### config.mk
export PLATFORM = sky130hd
export DESIGN_NAME = fifo_wr_arbiter
export DESIGN_NICKNAME = d
export VERILOG_FILES = /design/src/rtl/fifo_wr_arbiter_pkg.sv /design/src/rtl/fifo_wr_arbiter_rr_arb2.sv /design/src/rtl/fifo_wr_arbiter.sv
export SDC_FILE = /design/constraint.sdc
export NUM_CORES = 1
export LEC_CHECK = 0
export CAP_MARGIN = 20
export CORE_ASPECT_RATIO = 0.9
export CORE_MARGIN = 1
export CORE_UTILIZATION = 35
export DETAILED_ROUTE_END_ITERATION = 8
export DONT_BUFFER_PORTS = 1
export PLACE_DENSITY = 0.58
export SYNTH_ARGS = -nofsm -noshare
export SYNTH_HDL_FRONTEND = slang
export SYNTH_SLANG_ARGS = --single-unit
### constraint.sdc
create_clock -name CLK -period 3.6 [get_ports CLK]
set_clock_uncertainty 0.05 [all_clocks]
set_input_delay 0.72 -clock CLK [delete_from_list [all_inputs] [get_ports CLK]]
set_output_delay 0.72 -clock CLK [all_outputs]
set_load 0.005 [all_outputs]
### src/rtl/fifo_wr_arbiter_pkg.sv
// Shared definitions for the FIFO write-side arbiter: FSM state encoding,
// default byte width and the stall counter width.
package fifo_arb_pkg;

    localparam int DATA_WIDTH_DEF = 8;
    localparam int STALL_CNT_W    = 8;

    localparam logic [STALL_CNT_W-1:0] STALL_CNT_MAX = '1;

    typedef enum logic [1:0] {
        IDLE      = 2'd0,
        SEND_A    = 2'd1,
        SEND_B_LO = 2'd2,
        SEND_B_HI = 2'd3
    } arb_state_t;

endpackage

### src/rtl/fifo_wr_arbiter_rr_arb2.sv
// Two-requester round-robin grant. On a tie the requester that was not
// served last wins; last_b remembers who won the most recent grant and
// comes out of reset set so that A wins the first tie.
module rr_arb2 (
    input  logic clk,
    input  logic rst,
    input  logic enable,
    input  logic req_a,
    input  logic req_b,
    output logic grant_a,
    output logic grant_b
);

    logic last_b;

    // Grant decision: requests are only honoured while enabled (top is idle)
    always_comb begin
        grant_a = 1'b0;
        grant_b = 1'b0;
        if (enable) begin
            grant_a = req_a & (~req_b | last_b);
            grant_b = req_b & (~req_a | ~last_b);
        end
    end

    // Round-robin history, updated only when a grant is actually issued
    always_ff @(posedge clk) begin
        if (rst) begin
            last_b <= 1'b1;
        end else if (grant_a) begin
            last_b <= 1'b0;
        end else if (grant_b) begin
            last_b <= 1'b1;
        end
    end

endmodule

### src/rtl/fifo_wr_arbiter.sv
// Write-side arbiter merging a single-byte requester (A) and a two-byte
// requester (B) into one FIFO byte stream. B's LO/HI bytes are written
// back to back with no A byte in between; FULL stalls the transfer in place.
// Optional feature: define FIFO_ARB_STATS_EN to add the saturating
// STALL_CNT output counting cycles spent stalled by FULL.
module fifo_wr_arbiter
    import fifo_arb_pkg::*;
#(
    parameter int DATA_WIDTH = DATA_WIDTH_DEF
) (
    input  logic                    CLK,
    input  logic                    RST,
    input  logic                    A_VLD,
    input  logic [DATA_WIDTH-1:0]   A_DATA,
    output logic                    A_ACK,
    input  logic                    B_VLD,
    input  logic [2*DATA_WIDTH-1:0] B_DATA,
    output logic                    B_ACK,
    input  logic                    FULL,
    output logic                    W_INC,
    output logic [DATA_WIDTH-1:0]   WR_DATA,
    output logic                    BUSY
`ifdef FIFO_ARB_STATS_EN
    ,
    output logic [STALL_CNT_W-1:0]  STALL_CNT
`endif
);

    arb_state_t              state;
    arb_state_t              state_next;
    logic [2*DATA_WIDTH-1:0] data_q;
    logic                    grant_a;
    logic                    grant_b;
    logic                    is_idle;
    logic                    write_en;

    assign is_idle = (state == IDLE);

    rr_arb2 u_rr_arb2 (
        .clk     (CLK),
        .rst     (RST),
        .enable  (is_idle),
        .req_a   (A_VLD),
        .req_b   (B_VLD),
        .grant_a (grant_a),
        .grant_b (grant_b)
    );

    // Next state and FIFO-facing outputs; a byte leaves only when FULL is low
    always_comb begin
        state_next = state;
        write_en   = 1'b0;
        WR_DATA    = '0;
        BUSY       = ~is_idle;
        unique case (state)
            IDLE: begin
                if (grant_a) begin
                    state_next = SEND_A;
                end else if (grant_b) begin
                    state_next = SEND_B_LO;
                end
            end
            SEND_A: begin
                write_en = ~FULL;
                WR_DATA  = data_q[DATA_WIDTH-1:0];
                if (~FULL) begin
                    state_next = IDLE;
                end
            end
            SEND_B_LO: begin
                write_en = ~FULL;
                WR_DATA  = data_q[DATA_WIDTH-1:0];
                if (~FULL) begin
                    state_next = SEND_B_HI;
                end
            end
            SEND_B_HI: begin
                write_en = ~FULL;
                WR_DATA  = data_q[2*DATA_WIDTH-1:DATA_WIDTH];
                if (~FULL) begin
                    state_next = IDLE;
                end
            end
        endcase
        W_INC = write_en;
    end

    // State register, captured payload and the one-cycle acknowledge pulses
    always_ff @(posedge CLK) begin
        if (RST) begin
            state  <= IDLE;
            data_q <= '0;
            A_ACK  <= 1'b0;
            B_ACK  <= 1'b0;
        end else begin
            state <= state_next;
            A_ACK <= grant_a;
            B_ACK <= grant_b;
            if (grant_a) begin
                data_q <= {{DATA_WIDTH{1'b0}}, A_DATA};
            end else if (grant_b) begin
                data_q <= B_DATA;
            end
        end
    end

`ifdef FIFO_ARB_STATS_EN
    // Saturating count of cycles a transfer sat blocked behind FULL
    always_ff @(posedge CLK) begin
        if (RST) begin
            STALL_CNT <= '0;
        end else if (~is_idle && FULL && (STALL_CNT != STALL_CNT_MAX)) begin
            STALL_CNT <= STALL_CNT + 1'b1;
        end
    end
`endif

endmodule
==> results.txt <==
Status: complete, no violations
Synth Register Bits: 21
Critical Path AT: 1.55 ns
Setup ws final: 1.28 ns
Seq/Total Area, Yosys: 38.0%
Static leakage: 0.000381 uW
Layout area overhead: 0.791%
Metal2 WL: 1.17 mm
Most frequent cells in the layout: o21ai_0 (24), dfxtp_1 (21), nand3_1 (16), nor2_1 (10)
RSZ-0062 raised after global routing: no
N_diodes: 0
Main synth FF type: dfxtp_1
Syn nets: 171
Worst Setup Path Type: flop to output pin
Worst slew pin tran: 0.643 ns
Critical Path Fanout Max: 8
Top layer in use: met4
Most area-hungry cell type in the Yosys netlist: dfxtp_1
Number of antenna violations at the first check in global routing: 0
Critical Path Source Type: flop
Worst-path clk slew: 0.12 ns
Hold WC Path Type: input pin to flop
Filler cells: 323
Largest net degree at the start of global routing: 17
Post-CTS Setup Inserts: 0
Setup TNS: 0 ns
Period minus WS final: 2.32 ns
Synth async-reset ratio: 0%
CTS sink cnt: 21
Hold Fails Final Rpt: 0
Max-cap viol count: 0
Longest Clk Path Bufs: 2
Post-synth top area share: 38.0%
DR WL/cell: 15.8 um
Htree depth: 1
Ports: 41
Wl on met1: 1.28 mm
All-Layer GR Usage: 17.1%
Worst Setup End Kind: output pin
Most common cell after layout, fill and taps aside: o21ai_0
Routed WL: 2.67 mm
Horiz. Die Dim: 61.3 um
Gates resized, CTS repair: 0
Mapped Cells: 137
Detail Route Antenna Nets: 0
Syn. warnings: 0
Die Span Y: 55.4 um
Setup violations, final: 0
Core area: 0.00288 mm2
Site row count: 18
Post-Syn Area per Cell: 8.08 um2
VDD IR-drop max: 0.237 mV
Synth top area cells: dfxtp_1 (38%), o21ai_0 (11%), nand3_1 (7.2%)
Synth Cell Area: 0.00111 mm2
WP data required: 2.83 ns
Nets: 164
Worst slew margin: 57.0%
Power per cell area: 727 mW/mm2
Post-synth EDFFs: 0
DR vias/cell: 5.75
Final Max Tran Viols: 0
Final Wtd Congestion: 0.834
Die area: 0.00339 mm2
Root buffer cell: clkbuf_4
Number of buffers added on ports: 0
Vias in the first global route: 897
Clock Latency Late Sink: 0.30 ns
Fmax: 431 MHz
CTS tree: built
Met3 WL: 200 um
Synth unique cells: 29
Hold Buf Count CTS: 0
Final period util: 64.4%
Drt drc: 0
Total gr overflow: 0
Hold WS: 0.425 ns
Initial Util: 38.4%
Share of layout cells above drive strength 1: 5.43%
Initial DRC Count: 69
Pre-antenna DRT Iters: 4
DR vias: 972
First-pass GRT wire length: 4.33 mm
Dpl hpwl: 2.02 mm
TritonCTS buffer count: 3
Post-Place Setup Slack: 1.64 ns
[layer usage]
layer | track usage [%] | vias up
met5 | 0 | -
met4 | 1.95 | 0
met3 | 6.79 | 2
met2 | 25.5 | 30
met1 | 23.7 | 452
li1 | - | 488
[synth_stat cells, types with 2 or more instances]
| master | n |
|---|---|
| a21oi_1 | 8 |
| a22oi_1 | 8 |
| a31oi_1 | 8 |
| and2_1 | 2 |
| buf_2 | 4 |
| buf_6 | 2 |
| clkbuf_1 | 4 |
| dfxtp_1 | 21 |
| ha_1 | 5 |
| inv_1 | 4 |
| nand2_1 | 4 |
| nand3_1 | 16 |
| nor2_1 | 10 |
| nor3_1 | 2 |
| o211ai_1 | 2 |
| o21ai_0 | 24 |
[metrics by stage]
stage	total power, uW	util, %	std cells	cell area [um2]
6_report	812	38.7	169	1120
5_1_grt	881	38.7	169	1120
4_1_cts	817	38.7	169	1120
3_5_place_dp	704	37.8	165	1090
3_3_place_gp	693	37.8	165	1090
2_1_floorplan	652	-	137	1110
[flip-flops by register name, summed over array words and instances (netlist names)]
name	count
data_q	16
state	2
A_ACK	1
B_ACK	1
u_rr_arb2.last_b	1
[area by class of cell]
| class | instances | area, um2 | area share (%) |
|---|---|---|---|
| multi-input cells | 100 | 603 | 54.0 |
| flip-flops and latches | 21 | 420 | 37.7 |
| well taps | 40 | 50.0 | 4.48 |
| clock buffers | 3 | 22.5 | 2.02 |
| inverters | 4 | 15.0 | 1.35 |
| clock inverters | 1 | 5.00 | 0.448 |
[logic make-up (layout without fill, tap and decap cells)]
family                   Yosys count  in the layout  synth area share (%)
AO/OA/AOI/OAI                     57             57                  32.3
AND/OR/NAND/NOR                   38             38                  16.5
flip-flops                        21             21                  38.0
buffers and inverters             16              8                  7.57
adder cells (fa/ha/maj)            5              5                  5.65
[worst max-delay path, stage by stage, from the launching register on]
cell and delay, ns:
dfxtp_1 0.41, inv_1 0.10, ha_1 0.43, a22oi_1 0.13, nor2_1 0.17
[worst paths after layout]
kind                   start          to  slack, ns  cells after the start
setup reg to reg    state[1]    state[1]       1.86                      5
setup / recovery    state[1]  WR_DATA[3]       1.28                      4
hold / removal           RST       B_ACK       0.42                      1
hold reg to reg   data_q[10]  data_q[10]       0.44                      2
[report_power, final]
part / switching (uW) / leakage, uW / total (uW) / internal, uW
combinational: 234 / 0.000191 / 356 / 122
sequential: 47.0 / 0.000173 / 345 / 298
clock: 70.2 / 0.0000177 / 112 / 41.4
No activity file was read; power rests on OpenSTA's default activity.
